`src/rtl/j68_decode_arb_if.sv`:
```
// Signal bundle between the j68 decode-ROM arbiter, its two requesters
// (instruction decoder on port 0, exception/trace sequencer on port 1)
// and the shared synchronous-read decode ROM.
//
// Handshake: a requester raises reqX with a stable addrX and keeps both
// steady until it observes ackX high in a cycle. ackX is combinational,
// so the lookup is accepted in the cycle ackX is high, and reqX may drop
// on the following cycle. rvalidX is a one-cycle pulse marking rdataX
// as a new word. There is no back-pressure on the read-data side.
//
// The arbiter connects through the slave modport. The master modport is
// the environment side: requesters plus the ROM.
interface j68_decode_arb_if #(
  parameter int ADDR_W = 8,
  parameter int DATA_W = 36
);
  // requester 0: instruction decoder
  logic              req0;
  logic [ADDR_W-1:0] addr0;
  logic              ack0;
  logic              rvalid0;
  logic [DATA_W-1:0] rdata0;
  // requester 1: exception/trace sequencer
  logic              req1;
  logic [ADDR_W-1:0] addr1;
  logic              ack1;
  logic              rvalid1;
  logic [DATA_W-1:0] rdata1;
  // decode ROM side
  logic [ADDR_W-1:0] rom_address;
  logic [DATA_W-1:0] rom_q;
  // status
  logic              busy;

  modport slave (
    input  req0, addr0, req1, addr1, rom_q,
    output ack0, rvalid0, rdata0, ack1, rvalid1, rdata1, rom_address, busy
  );

  modport master (
    output req0, addr0, req1, addr1, rom_q,
    input  ack0, rvalid0, rdata0, ack1, rvalid1, rdata1, rom_address, busy
  );
endinterface

```
`src/rtl/j68_decode_arb.sv`:
```
// j68_decode_arb: shares the single synchronous-read j68 decode ROM
// between the instruction decoder (port 0) and the exception/trace
// sequencer (port 1).
//
// - At most one lookup is granted per cycle.
// - A lone requester is granted in the same cycle.
// - A granted read is delivered two cycles later as a registered word,
//   with a one-cycle rvalid pulse to the port that issued it.
//
// Build option: J68_DEC_ARB_FIXED_PRIO_EN
//   undefined (default) : round-robin arbitration on contention. A
//                         1-bit 'last' pointer records the most recent
//                         winner, and requester 0 wins the first
//                         contention after reset.
//   defined             : requester 1 always wins contention. There is
//                         no pointer, and requester 0 can starve while
//                         req1 is held.
//
// Clock 'clock', synchronous active-high 'reset'.
module j68_decode_arb #(
  parameter int ADDR_W = 8,
  parameter int DATA_W = 36
) (
  input  logic            clock,
  input  logic            reset,
  j68_decode_arb_if.slave bus
);

  // grant decision for the current cycle
  logic              grant0;
  logic              grant1;
  logic              grant_any;

  // last granted address, parked on the ROM when idle
  logic [ADDR_W-1:0] hold_addr;
  logic [ADDR_W-1:0] rom_addr_mux;

  // read pipeline: stage 1 marks a ROM read in flight
  logic              s1_vld;
  logic              s1_tag;   // 0 = requester 0, 1 = requester 1

  // delivery registers
  logic              rvalid0_q;
  logic              rvalid1_q;
  logic [DATA_W-1:0] rdata0_q;
  logic [DATA_W-1:0] rdata1_q;

`ifdef J68_DEC_ARB_FIXED_PRIO_EN
  // Fixed priority: the exception/trace sequencer always wins.
  always_comb begin
    grant0 = 1'b0;
    grant1 = 1'b0;
    if (!reset) begin
      grant1 = bus.req1;
      grant0 = bus.req0 && !bus.req1;
    end
  end
`else
  // Round-robin pointer: the most recently granted requester.
  // Reset value 1 makes requester 0 win the first contention.
  logic last;

  // On contention the requester that is not 'last' wins. A lone
  // requester is granted at once.
  always_comb begin
    grant0 = 1'b0;
    grant1 = 1'b0;
    if (!reset) begin
      if (bus.req0 && bus.req1) begin
        grant0 = last;
        grant1 = !last;
      end else begin
        grant0 = bus.req0;
        grant1 = bus.req1;
      end
    end
  end

  // Update the round-robin pointer on every grant edge.
  always_ff @(posedge clock) begin
    if (reset) begin
      last <= 1'b1;
    end else if (grant_any) begin
      last <= grant1;
    end
  end
`endif

  assign grant_any = grant0 || grant1;

  // ROM address: the granted requester's address, or the parked address
  // when idle so the ROM address lines do not toggle needlessly.
  always_comb begin
    rom_addr_mux = hold_addr;
    if (grant0) begin
      rom_addr_mux = bus.addr0;
    end else if (grant1) begin
      rom_addr_mux = bus.addr1;
    end
  end

  // Capture each granted address so it can be parked on the ROM.
  always_ff @(posedge clock) begin
    if (reset) begin
      hold_addr <= '0;
    end else if (grant_any) begin
      hold_addr <= rom_addr_mux;
    end
  end

  // Stage 1: remember that a read was issued this cycle and for whom.
  // Reset drops an in-flight read, so it is never delivered.
  always_ff @(posedge clock) begin
    if (reset) begin
      s1_vld <= 1'b0;
      s1_tag <= 1'b0;
    end else begin
      s1_vld <= grant_any;
      s1_tag <= grant1;
    end
  end

  // Stage 2: register the ROM word for the tagged requester and pulse
  // its rvalid. The other requester's data is left untouched.
  always_ff @(posedge clock) begin
    if (reset) begin
      rvalid0_q <= 1'b0;
      rvalid1_q <= 1'b0;
      rdata0_q  <= '0;
      rdata1_q  <= '0;
    end else begin
      rvalid0_q <= s1_vld && !s1_tag;
      rvalid1_q <= s1_vld &&  s1_tag;
      if (s1_vld && !s1_tag) begin
        rdata0_q <= bus.rom_q;
      end
      if (s1_vld && s1_tag) begin
        rdata1_q <= bus.rom_q;
      end
    end
  end

  assign bus.ack0        = grant0;
  assign bus.ack1        = grant1;
  assign bus.rom_address = rom_addr_mux;
  assign bus.rvalid0     = rvalid0_q;
  assign bus.rvalid1     = rvalid1_q;
  assign bus.rdata0      = rdata0_q;
  assign bus.rdata1      = rdata1_q;
  assign bus.busy        = s1_vld || grant_any;

endmodule

```
`src/flat_wrapper.sv`:
```
// flat-port wrapper written by rule: the top's interface ports become plain ports
module j68_decode_arb_flat 
#(
  parameter int ADDR_W = 8,
  parameter int DATA_W = 36
)
  (clock, reset, bus_req0, bus_addr0, bus_req1, bus_addr1, bus_rom_q, bus_ack0, bus_rvalid0, bus_rdata0, bus_ack1, bus_rvalid1, bus_rdata1, bus_rom_address, bus_busy);
  j68_decode_arb_if #(.ADDR_W(ADDR_W), .DATA_W(DATA_W)) bus_i ();
  input  logic clock;
  input  logic reset;
  input wire logic [$bits(bus_i.req0)-1:0] bus_req0;
  input wire logic [$bits(bus_i.addr0)-1:0] bus_addr0;
  input wire logic [$bits(bus_i.req1)-1:0] bus_req1;
  input wire logic [$bits(bus_i.addr1)-1:0] bus_addr1;
  input wire logic [$bits(bus_i.rom_q)-1:0] bus_rom_q;
  output wire logic [$bits(bus_i.ack0)-1:0] bus_ack0;
  output wire logic [$bits(bus_i.rvalid0)-1:0] bus_rvalid0;
  output wire logic [$bits(bus_i.rdata0)-1:0] bus_rdata0;
  output wire logic [$bits(bus_i.ack1)-1:0] bus_ack1;
  output wire logic [$bits(bus_i.rvalid1)-1:0] bus_rvalid1;
  output wire logic [$bits(bus_i.rdata1)-1:0] bus_rdata1;
  output wire logic [$bits(bus_i.rom_address)-1:0] bus_rom_address;
  output wire logic [$bits(bus_i.busy)-1:0] bus_busy;
  assign bus_i.req0 = bus_req0;
  assign bus_i.addr0 = bus_addr0;
  assign bus_i.req1 = bus_req1;
  assign bus_i.addr1 = bus_addr1;
  assign bus_i.rom_q = bus_rom_q;
  assign bus_ack0 = bus_i.ack0;
  assign bus_rvalid0 = bus_i.rvalid0;
  assign bus_rdata0 = bus_i.rdata0;
  assign bus_ack1 = bus_i.ack1;
  assign bus_rvalid1 = bus_i.rvalid1;
  assign bus_rdata1 = bus_i.rdata1;
  assign bus_rom_address = bus_i.rom_address;
  assign bus_busy = bus_i.busy;
  j68_decode_arb #(.ADDR_W(ADDR_W), .DATA_W(DATA_W)) u_core (.clock(clock), .reset(reset), .bus(bus_i));
endmodule
```
`config.mk`:
```
export PLATFORM = sky130hd
export DESIGN_NAME = j68_decode_arb_flat
export DESIGN_NICKNAME = d
export VERILOG_FILES = /design/src/rtl/j68_decode_arb_if.sv /design/src/rtl/j68_decode_arb.sv /design/src/flat_wrapper.sv
export SDC_FILE = /design/constraint.sdc
export NUM_CORES = 1
export LEC_CHECK = 0
export CORE_UTILIZATION = 40
export DETAILED_ROUTE_END_ITERATION = 7
export GPL_ROUTABILITY_DRIVEN = 1
export PLACE_DENSITY = 0.83
export SYNTH_ARGS = -nofsm -noshare
export SYNTH_HDL_FRONTEND = slang
export SYNTH_SLANG_ARGS = --single-unit
```
`constraint.sdc`:
```
create_clock -name clock -period 1.5 [get_ports clock]
set_input_delay 0.3 -clock clock [delete_from_list [all_inputs] [get_ports clock]]
set_output_delay 0.3 -clock clock [all_outputs]
set_load 0.03 [all_outputs]
```
# Word-level counts from Yosys, hierarchy flattened
# Index checks and enable logic that the tools add are counted.
# word_totals
regBits,85
latchBits,0
ram_bits,0
romBits,0
input_bits,56
out_inout_bits,85
memories,0
# classes
add_sub_neg,0
multipliers,0
n_div,0
n_lt_le_gt_ge,0
n_eq_ne,0
shifts,0
muxes,6
n_bitwise,0
n_reduce_logical,7
# ops
cell,n
8-bit two-way mux,2
1-bit two-way mux,4
1-bit logical AND,3
1-bit zero test,2
1-bit logical OR,2

# Depth between registers and ports, before layout
# Gate-level depths: netlist of run 1.
# depth
ltp_word,5
depth_mapped,5

# Worst setup path after synthesis of run 1
# OpenSTA, ideal clock, no wires.
# synth_timing
path_type,reg-to-output
startpoint,register u_core.last
endpoint,output bus_rom_address[0]
arrival_ns,1.374
t_required_ns,1.200
slack_ns,-0.174
path_stages_with_launch,5
path_cell_list,dfxtp_1 > nor2b_4 > buf_6 > nor3_4 > a221o_1
# synth_via
elab_cells_between_ends,7
# synth_rtl
item,line,source
"start, declared",j68_decode_arb.sv:61,logic last;
"start signal, assigned",j68_decode_arb.sv:84,last <= grant1;
1-bit two-way mux,j68_decode_arb.sv:69,if (bus.req0 && bus.req1) begin
1-bit two-way mux,j68_decode_arb.sv:68,if (!reset) begin
via bus_ack0,flat_wrapper.sv:16,output wire logic [$bits(bus_i.ack0)-1:0] bus_ack0;
8-bit two-way mux,j68_decode_arb.sv:95,if (grant0) begin
"end, declared",flat_wrapper.sv:22,output wire logic [$bits(bus_i.rom_address)-1:0] bus_rom_address;
# The timed path passes the listed nets, and every way through them passes these cells.

# Final worst setup path of run 1
# layout_timing
startpoint,register u_core.last
endpoint,output bus_rom_address[1]
# layout_via
elab_chain_cells,5
elab_cells_between_ends,7
# layout_rtl
item,line,source
1-bit zero test,j68_decode_arb.sv:71,grant1 = !last;
1-bit two-way mux,j68_decode_arb.sv:69,
1-bit two-way mux,j68_decode_arb.sv:68,
8-bit two-way mux,j68_decode_arb.sv:97,end else if (grant1) begin
8-bit two-way mux *,j68_decode_arb.sv:95,
# Mark *: on every way between the ends. The rest lies on a longest branch, timed or not.

==> implementation parameters, run 1 <==
Parameter                              Value

Run status
  Run status ... finished, violations left
  Failing checks ... setup timing

Routing
  Detailed-route wire length ... 8638 um
  First drt pass iteration count ... 4
  Detail Route Antenna Nets ... 0
  Total number of vias ... 3183
  DRC violation count after routing ... 0
  Post-detailed-route via-to-cell ratio ... 4.973
  Count of routing violations after the opening detailed-route iteration ... 94
  Avg WL per Cell ... 13.50 um

Yosys
  Largest area contributor in the synthesized netlist ... sky130_fd_sc_hd__dfxtp_1
  Yosys synthesis warning count ... 0
  Most used flip-flop cell after synthesis ... sky130_fd_sc_hd__dfxtp_1
  Netlist area before placement ... 3158 um2
  Seq cells post-synth ... 85
  EDFF count, synth ... 0
  Gate count after technology mapping ... 384
  Cell types occupying the most area after synthesis ... sky130_fd_sc_hd__dfxtp_1 54%, sky130_fd_sc_hd__nand2_1 17%, sky130_fd_sc_hd__a21oi_1 11%, sky130_fd_sc_hd__a221o_1 2.5%, sky130_fd_sc_hd__o32ai_1 2.2%
  Synth async-reset ratio ... 0%
  Sequential fraction of the synthesis area ... 53.88%
  Nets in the synthesized netlist ... 440
  Mapped Avg Cell Area ... 8.224 um2
  Area share of the largest cell type after synthesis ... 53.88%
  Number of distinct library cell variants in the gate-level netlist after synthesis ... 24

Global routing
  Vias in the first global route ... 3177
  Number of antenna violations at the first check in global routing ... 0
  Global-route wire length before repair ... 14590 um
  Pin count of the biggest net entering global routing ... 53
  GRT Total Usage ... 21.97%
  Global-route congestion overflow total ... 0

Power and ir drop
  Relative contribution of combinational cells to total power ... 17.8%
  Clk network pwr share ... 35.4%
  Final Power ... 0.005156 W
  Leakage ... 2.148 nW
  Areal power density over the cells ... 1059 nW/um2
  Seq pwr share ... 46.7%
  Max VDD drop ... 0.0008815 V
  Internal Power ... 0.003715 W
  Switching fraction of total power ... 27.95%
  Switching power summed over all nets ... 0.001441 W

Placed design
  Placed wire-length estimate ... 5951 um
  Cell Count Post-Placement ... 623
  Number of buffer cells added on primary ports ... 140
  Final weighted congestion in routability-driven placement ... 0.7815

Cells and area
  Fillcell total ... 691
  Ratio of cells with drive above 1 in the final layout ... 13.01%
  Nets ... 589
  Top library cells by usage in the layout, fill and taps aside ... 144 x sky130_fd_sc_hd__nand2_1, 84 x sky130_fd_sc_hd__dfxtp_1, 76 x sky130_fd_sc_hd__dlygate4sd2_1
  Relative area change from synthesis to final layout ... 54.24%
  Antenna diodes ... 0
  Most common cell after layout, fill and taps aside ... sky130_fd_sc_hd__nand2_1
  Final Non-Filler Cells ... 640

Timing
  Fraction of the cycle the final worst path needs ... 120.6%
  Final setup skew ... 0.007495 ns
  Number of hold violations in the final report ... 0
  Maximum clock frequency ... 0.5528 GHz
  Transition time at the pin with the least slew margin ... 0.5173 ns
  Worst rel slew slack ... 65.51%
  Sum of negative setup slack ... -2.674 ns
  Final Max Tran Viols ... 0
  Worst setup margin ... -0.3090 ns
  Endpoints failing setup ... 10
  Setup repair after global routing missed its margin ... true
  Post-route minimum period ... 1.809 ns

Setup path
  Crit-path max FO ... 9
  Arrival time reported for the critical path endpoint ... 1.51 ns
  Kind of cell with the highest combined delay on the critical path ... simple AND/OR/NAND/NOR gates
  Slowest stage cell, crit path ... sky130_fd_sc_hd__dfxtp_4
  Delay contributed by the slowest stage of the critical path ... 0.38 ns
  Ordered cell list for the critical path ... nor2b_4 -> nor3_4 -> a221o_2 -> buf_6
  Kind of launch point of the worst setup path ... flop
  Buf/Inv on CP ... 1
  CP Class ... reg2out
  Data required time of the critical path ... 1.20 ns
  Endpoint class of the critical path ... output pin

Clock network
  Number of hold buffers added after cts ... 0
  Num Clock Sinks ... 85
  Clock tree from TritonCTS ... built
  Clock latency at the later pin of the worst-skew pair ... 0.34 ns
  Worst-case clock buffer depth ... 2
  Clock transition at the register clock pins on the worst setup and hold paths after CTS ... 0.09 ns
  Clk Tree Root Cell ... sky130_fd_sc_hd__clkbuf_8
  CTS H-tree lvls ... 3
  CTS buffer count ... 9

Floorplanning
  X dimension of the die ... 90.86 um
  Area of the core region ... 7687 um2
  Die footprint ... 8255 um2
  Die Span Y ... 90.86 um
  Initial cell density of the core ... 41.08%
  Core Rows ... 32
  Top-level port count ... 141

Job
  Reported max-cap violation count ... 0

Worst hold path
  Worst min path class ... reg2reg
## per-layer routing
metal | up-vias | routed length (um) | GRT usage, %
met3 | 2 | 632 | 6.481
met4 | 0 | 24 | 5.159
li1 | 1566 | - | -
met1 | 1500 | 3740 | 27.15
met2 | 115 | 4241 | 37.56
met5 | - | 0 | 0
## cell usage after synthesis (2+ instances only)
cell	n
sky130_fd_sc_hd__buf_4	5
sky130_fd_sc_hd__a221o_1	8
sky130_fd_sc_hd__buf_6	3
sky130_fd_sc_hd__o32ai_1	8
sky130_fd_sc_hd__nand2_1	144
sky130_fd_sc_hd__dfxtp_1	85
sky130_fd_sc_hd__nand2b_1	2
sky130_fd_sc_hd__and2_1	9
sky130_fd_sc_hd__buf_2	9
sky130_fd_sc_hd__nor2_1	11
sky130_fd_sc_hd__nor3_1	8
sky130_fd_sc_hd__clkbuf_1	9
sky130_fd_sc_hd__a21oi_1	72
## layout make-up
| cell class | count | area, um2 | area share [%] |
|---|---|---|---|
| clock inverters | 7 | 103.9 | 2.132 |
| clock buffers | 9 | 123.9 | 2.543 |
| multi-input cells | 270 | 1305 | 26.79 |
| well taps | 102 | 127.6 | 2.620 |
| inverters | 2 | 10.01 | 0.2055 |
| repair buffers | 165 | 1495 | 30.70 |
| flip-flops and latches | 85 | 1705 | 35.01 |
## final timing paths
check	from	endpoint	slack [ns]	depth (start not counted)
max	u_core.last	bus_rom_address[1]	-0.31	4
min	u_core.bus.rdata0[12]	u_core.bus.rdata0[12]	0.45	2
max reg2reg	u_core.s1_vld	u_core.bus.rdata0[25]	0.32	4
min reg2reg	u_core.bus.rdata0[12]	u_core.bus.rdata0[12]	0.45	2
## sequential cells by signal, summed over array words and instances, names as in the netlist
signal and flops:
u_core.bus.rvalid1 1, u_core.s1_vld 1, u_core.s1_tag 1, u_core.last 1, u_core.bus.rdata1 36, u_core.bus.rvalid0 1
u_core.hold_addr 8, u_core.bus.rdata0 36
## power groups by stage
| stage | logic [W] | registers [W] | clock network, W |
|---|---|---|---|
| after floorplan | 0.000351 | 0.00261 | 0 |
| after global placement | 0.000940 | 0.00246 | 0 |
| after detailed placement | 0.000955 | 0.00246 | 0 |
| after CTS | 0.000923 | 0.00241 | 0.00187 |
| after global routing | 0.000991 | 0.00242 | 0.00197 |
| final | 0.000920 | 0.00241 | 0.00183 |
## timing repair
item                                    in CTS  in global routing
gates resized for setup                     87                  0
hold endpoints to repair                     0                  0
buffers inserted                             2                  1
cloned                                       0                  0
endpoints found under the setup margin      85                 11
pin swaps                                    9                  7
## through the flow
stage | utilization (%) | worst slack [ns] | hold WS [ns] | cell area [um2]
after floorplan | - | -0.1661 | 0.4360 | 3168
after global placement | 61.05 | -0.4624 | 0.4413 | 4693
after detailed placement | 61.05 | -0.5317 | 0.4453 | 4693
after CTS | 63.36 | -0.3327 | 0.4564 | 4871
after global routing | 63.36 | -0.3801 | 0.4740 | 4871
final | 63.36 | -0.3090 | 0.4531 | 4871
## cells by family (layout without fill, tap and decap cells)
group           Yosys count  count (layout)  synth area share [%]
simple gates            179             179                 23.57
compound gates           91              91                 17.35
flops                    85              85                 53.88
buf+inv                  29             183                 5.190
## worst register-to-register path: cells and delay by family (launching register included)
| kind | cells | cell delay (ns) |
|---|---|---|
| flip-flops | 1 | 0.41 |
| AND/OR/NAND/NOR | 2 | 0.30 |
| buffers and inverters | 1 | 0.28 |
| AO/OA/AOI/OAI | 1 | 0.13 |
(Power assumes the default switching activity.)
==> run 2: changes to the inputs <==
- CTS_CLUSTER_DIAMETER: not set -> 80
- MAX_ROUTING_LAYER: not set -> met4
==> implementation parameters, run 2 (synthesis gave the netlist of run 1 again) <==
Parameter                              Value

Run status
  Run status ... finished, violations left
  Failing checks ... setup timing

Setup path
  Crit-path max FO ... 9
  Endpoint class of the critical path ... output pin
  Arrival time reported for the critical path endpoint ... 1.49 ns
  Reg2Reg Depth ... 5
  R2r setup slk ... 0.32 ns
  Kind of launch point of the worst setup path ... flop
  CP Class ... reg2out
  End of the worst register-to-register path ... u_core.hold_addr[1]
  Worst r2r src ... u_core.last
  Data required time of the critical path ... 1.20 ns

Timing
  Setup repair after global routing missed its margin ... true
  Worst rel slew slack ... 65.64%
  Number of hold violations in the final report ... 0
  Post-route minimum period ... 1.793 ns
  Transition time at the pin with the least slew margin ... 0.5154 ns
  Maximum clock frequency ... 0.5578 GHz
  Final Max Tran Viols ... 0
  Fraction of the cycle the final worst path needs ... 119.5%
  Worst setup margin ... -0.2928 ns
  Final setup skew ... 0.006642 ns
  Endpoints failing setup ... 10

Clock network
  CTS H-tree lvls ... 3
  CTS buffer count ... 9
  Clk Tree Root Cell ... sky130_fd_sc_hd__clkbuf_8
  Clock transition at the register clock pins on the worst setup and hold paths after CTS ... 0.09 ns
  Clock tree from TritonCTS ... built
  Num Clock Sinks ... 85
  Worst-case clock buffer depth ... 2
  Clock latency at the later pin of the worst-skew pair ... 0.34 ns

Placed design
  Number of buffer cells added on primary ports ... 140
  Setup slack after placement ... -0.5317 ns
  Placed wire-length estimate ... 5951 um
  Final weighted congestion in routability-driven placement ... 0.7923
  Cell Count Post-Placement ... 623

Cells and area
  Nets ... 589
  Antenna diodes ... 0
  Fillcell total ... 691
  Ratio of cells with drive above 1 in the final layout ... 13.01%
  Final Non-Filler Cells ... 640
  Finished Core Util ... 63.36%
  Top library cells by usage in the layout, fill and taps aside ... 144 x sky130_fd_sc_hd__nand2_1, 84 x sky130_fd_sc_hd__dfxtp_1, 76 x sky130_fd_sc_hd__dlygate4sd2_1
  Most common cell after layout, fill and taps aside ... sky130_fd_sc_hd__nand2_1
  Relative area change from synthesis to final layout ... 54.24%

Floorplanning
  Top-level port count ... 141
  Die footprint ... 8255 um2
  Core Rows ... 32
  Initial cell density of the core ... 41.08%
  X dimension of the die ... 90.86 um
  Die Span Y ... 90.86 um
  Area of the core region ... 7687 um2

Worst hold path
  Endpoint of the worst hold path ... u_core.bus.rdata0[12]
  Worst min path class ... reg2reg
  Hold path depth ... 2
  Hold_sp ... u_core.bus.rdata0[12]

Routing
  Total number of vias ... 3168
  Detail Route Antenna Nets ... 0
  Count of routing violations after the opening detailed-route iteration ... 95
  Detailed-route wire length ... 8639 um
  First drt pass iteration count ... 6
  Post-detailed-route via-to-cell ratio ... 4.950
  DRC violation count after routing ... 0
  Avg WL per Cell ... 13.50 um

Power and ir drop
  Areal power density over the cells ... 1058 nW/um2
  Max VDD drop ... 0.0008751 V
  Leakage ... 2.148 nW

Global routing
  Vias in the first global route ... 3177
  Global-route wire length before repair ... 14590 um
  Pin count of the biggest net entering global routing ... 53
  GRT Total Usage ... 22.60%
  Number of antenna violations at the first check in global routing ... 0
  Global-route congestion overflow total ... 0

Job
  Reported max-cap violation count ... 0
run 2: cell counts in the layout (fill, tap and decap cells not counted):
No cell type changed its count.
run 2: worst max-delay path by stage:
stage,startpoint,to,slack (ns),cells past startpoint
final,u_core.last,bus_rom_address[1],-0.29,4
after global routing,u_core.last,bus_rom_address[3],-0.38,4
after global placement,bus_req0,bus_rom_address[0],-0.46,5
after detailed placement,bus_req0,bus_rom_address[1],-0.53,5
after floorplan,u_core.last,bus_rom_address[0],-0.17,4
after CTS,u_core.last,bus_rom_address[1],-0.33,4
run 2: worst max-delay path: stages, from the launching register on:
cell and delay, ns:
sky130_fd_sc_hd__dfxtp_4 0.38, sky130_fd_sc_hd__nor2b_4 0.05, sky130_fd_sc_hd__nor3_4 0.35, sky130_fd_sc_hd__a221o_2 0.24, sky130_fd_sc_hd__buf_6 0.13
run 2: area by class of cell:
cell class                      instances  area [um2]  share of cell area (%)
Multi-Input combinational cell        270        1305                   26.79
Clock inverter                          7       103.9                   2.132
Sequential cell                        85        1705                   35.01
Clock buffer                            9       123.9                   2.543
Inverter                                2       10.01                  0.2055
Timing Repair Buffer                  165        1495                   30.70
Tap cell                              102       127.6                   2.620
run 2: power breakdown:
group | leakage (nW) | total (W) | internal [W] | switching [W]
clock | 0.108 | 0.00182 | 0.000961 | 0.000863
combinational | 1.35 | 0.000919 | 0.000398 | 0.000522
sequential | 0.694 | 0.00241 | 0.00236 | 0.0000537
run 2: through the flow:
step | area (um2) | TNS [ns] | hold WS, ns | total power [W]
global placement | 4693 | -5.183 | 0.4413 | 0.003402
global route | 4871 | -3.343 | 0.4740 | 0.005387
floorplan | 3168 | -1.329 | 0.4360 | 0.002965
CTS | 4871 | -2.853 | 0.4564 | 0.005203
finish | 4871 | -2.526 | 0.4539 | 0.005153
detailed placement | 4693 | -6.402 | 0.4453 | 0.003419
run 2: layer usage:
| metal | global-route usage (%) | vias to the layer above | wire, um |
|---|---|---|---|
| met5 | - | - | 0 |
| met4 | 5.159 | 0 | 15 |
| met3 | 5.556 | 2 | 585 |
| met2 | 37.63 | 123 | 4233 |
| met1 | 27.68 | 1478 | 3803 |
| li1 | - | 1565 | - |
run 2: repair_timing:
action,4_1_cts,5_1_grt
gates resized for setup,87,0
hold buffers,0,0
buffers inserted,2,1
endpoints found under the hold margin,0,0
pin swaps,9,7
endpoints found under the setup margin,85,11
==> run 3: changes to the inputs <==
- CORE_MARGIN: not set -> 2
==> implementation parameters, run 3 (synthesis gave the netlist of run 1 again) <==
Parameter                              Value

Power and ir drop
  Max VDD drop ... 0.0006629 V
  Clk network pwr share ... 35.0%
  Relative contribution of combinational cells to total power ... 18.0%
  Leakage ... 2.140 nW
  Internal Power ... 0.003739 W
  Seq pwr share ... 47.0%
  Areal power density over the cells ... 1054 nW/um2
  Switching power summed over all nets ... 0.001384 W
  Switching fraction of total power ... 27.02%

Routing
  Detail Route Antenna Nets ... 0
  Count of routing violations after the opening detailed-route iteration ... 154
  Avg WL per Cell ... 14.06 um
  Total number of vias ... 3196
  DRC violation count after routing ... 0
  Detailed-route wire length ... 8987 um
  First drt pass iteration count ... 4
  Post-detailed-route via-to-cell ratio ... 5.002

Cells and area
  Top library cells by usage in the layout, fill and taps aside ... 144 x sky130_fd_sc_hd__nand2_1, 84 x sky130_fd_sc_hd__dfxtp_1, 76 x sky130_fd_sc_hd__dlygate4sd2_1
  Relative area change from synthesis to final layout ... 53.92%
  Nets ... 588
  Most common cell after layout, fill and taps aside ... sky130_fd_sc_hd__nand2_1
  Ratio of cells with drive above 1 in the final layout ... 12.66%
  Post-layout instance area ... 4861 um2
  Final Non-Filler Cells ... 639
  Finished Core Util ... 63.23%
  Antenna diodes ... 0

Placed design
  Placed wire-length estimate ... 6387 um
  Cell Count Post-Placement ... 623
  Post-place instance area ... 4693 um2
  Setup slack after placement ... -0.5047 ns
  Number of buffer cells added on primary ports ... 140
  Final weighted congestion in routability-driven placement ... 0.8005

Setup path
  Reg2Reg Depth ... 4
  Data required time of the critical path ... 1.20 ns
  Endpoint class of the critical path ... output pin
  R2r setup slk ... 0.35 ns
  Worst r2r src ... u_core.s1_vld
  Kind of launch point of the worst setup path ... flop
  Arrival time reported for the critical path endpoint ... 1.48 ns
  End of the worst register-to-register path ... u_core.bus.rdata1[21]
  CP Class ... reg2out
  Crit-path max FO ... 9

Clock network
  Worst-case clock buffer depth ... 2
  CTS H-tree lvls ... 3
  Clk Tree Root Cell ... sky130_fd_sc_hd__clkbuf_8
  Clock latency at the later pin of the worst-skew pair ... 0.34 ns
  CTS buffer count ... 9
  Num Clock Sinks ... 85
  Clock tree from TritonCTS ... built
  Clock transition at the register clock pins on the worst setup and hold paths after CTS ... 0.08 ns

Run status
  Run status ... finished, violations left
  Failing checks ... setup timing

Global routing
  GRT Total Usage ... 21.79%
  Number of antenna violations at the first check in global routing ... 0
  Global-route wire length before repair ... 14670 um
  Pin count of the biggest net entering global routing ... 52
  Vias in the first global route ... 3096
  Global-route congestion overflow total ... 0

Timing
  Fraction of the cycle the final worst path needs ... 118.7%
  Endpoints failing setup ... 10
  Setup repair after global routing missed its margin ... true
  Post-route minimum period ... 1.780 ns
  Final setup skew ... 0.006130 ns
  Final Max Tran Viols ... 0
  Worst setup margin ... -0.2802 ns
  Maximum clock frequency ... 0.5617 GHz
  Number of hold violations in the final report ... 0
  Transition time at the pin with the least slew margin ... 0.5122 ns
  Worst rel slew slack ... 65.85%
  Sum of negative setup slack ... -2.469 ns

Worst hold path
  Worst min path class ... reg2reg
  Hold_sp ... u_core.bus.rdata1[34]
  Endpoint of the worst hold path ... u_core.bus.rdata1[34]
  Hold path depth ... 2

Floorplanning
  Area of the core region ... 7687 um2
  Core Rows ... 32
  X dimension of the die ... 92.86 um
  Die footprint ... 8622 um2
  Initial cell density of the core ... 41.08%
  Die Span Y ... 92.86 um
  Top-level port count ... 141

Job
  Reported max-cap violation count ... 0
run 3: cell count changes in the layout (fill, tap and decap cells not counted), sizes merged:
cell / previous run / this run
clkinv: 0 / 1
buf: 37 / 36
inv: 5 / 2
clkbuf: 9 / 11
run 3: cell type report:
| cell class | instances | area [um2] |
|---|---|---|
| Fill cell | 709 | 2826 |
| Sequential cell | 85 | 1705 |
| Timing Repair Buffer | 164 | 1488 |
| Multi-Input combinational cell | 270 | 1305 |
| Clock buffer | 11 | 141.4 |
| Tap cell | 102 | 127.6 |
| Clock inverter | 5 | 83.83 |
| Inverter | 2 | 10.01 |
run 3: metrics by stage:
| stage | hold WS, ns | power [W] |
|---|---|---|
| after global routing | 0.4746 | 0.005352 |
| after floorplan | 0.4360 | 0.002965 |
| after global placement | 0.4405 | 0.003406 |
| after CTS | 0.4538 | 0.005160 |
| after detailed placement | 0.4453 | 0.003424 |
| final | 0.4513 | 0.005124 |
run 3: how the worst max path moves through the flow:
| stage | startpoint | end | slack (ns) |
|---|---|---|---|
| 2_1_floorplan | u_core.last | bus_rom_address[0] | -0.17 |
| 3_3_place_gp | bus_req1 | bus_rom_address[2] | -0.46 |
| 3_5_place_dp | bus_req1 | bus_rom_address[3] | -0.50 |
| 4_1_cts | u_core.last | bus_rom_address[3] | -0.30 |
| 5_1_grt | u_core.last | bus_rom_address[7] | -0.37 |
| 6_report | u_core.last | bus_rom_address[7] | -0.28 |
run 3: repair_timing:
| action | CTS | global route |
|---|---|---|
| pin swaps | 9 | 4 |
| hold endpoints to repair | 0 | 0 |
| endpoints found under the setup margin | 85 | 10 |
| buffers inserted | 1 | 0 |
| gates resized for setup | 87 | 0 |
| hold buffers | 0 | 0 |
run 3: worst max-delay path, cell delays in order (launching register included):
cell	delay, ns
sky130_fd_sc_hd__dfxtp_4	0.38
sky130_fd_sc_hd__nor2b_4	0.05
sky130_fd_sc_hd__nor3_4	0.34
sky130_fd_sc_hd__a221o_2	0.25
sky130_fd_sc_hd__buf_6	0.12
run 3: power by group through the flow:
| stage | logic, W | clock network, W | registers, W |
|---|---|---|---|
| 6_report | 0.000921 | 0.00179 | 0.00241 |
| 5_1_grt | 0.000988 | 0.00194 | 0.00242 |
| 4_1_cts | 0.000925 | 0.00183 | 0.00241 |
| 3_5_place_dp | 0.000958 | 0 | 0.00247 |
| 3_3_place_gp | 0.000944 | 0 | 0.00246 |
| 2_1_floorplan | 0.000351 | 0 | 0.00261 |
run 3: layer usage:
metal | track usage [%] | vias up | part of all wire [%]
met2 | 34.78 | 128 | 48
met4 | 4.902 | 0 | 0.61
li1 | - | 1568 | -
met1 | 26.72 | 1492 | 44
met3 | 7.648 | 8 | 7.9
met5 | - | - | 0
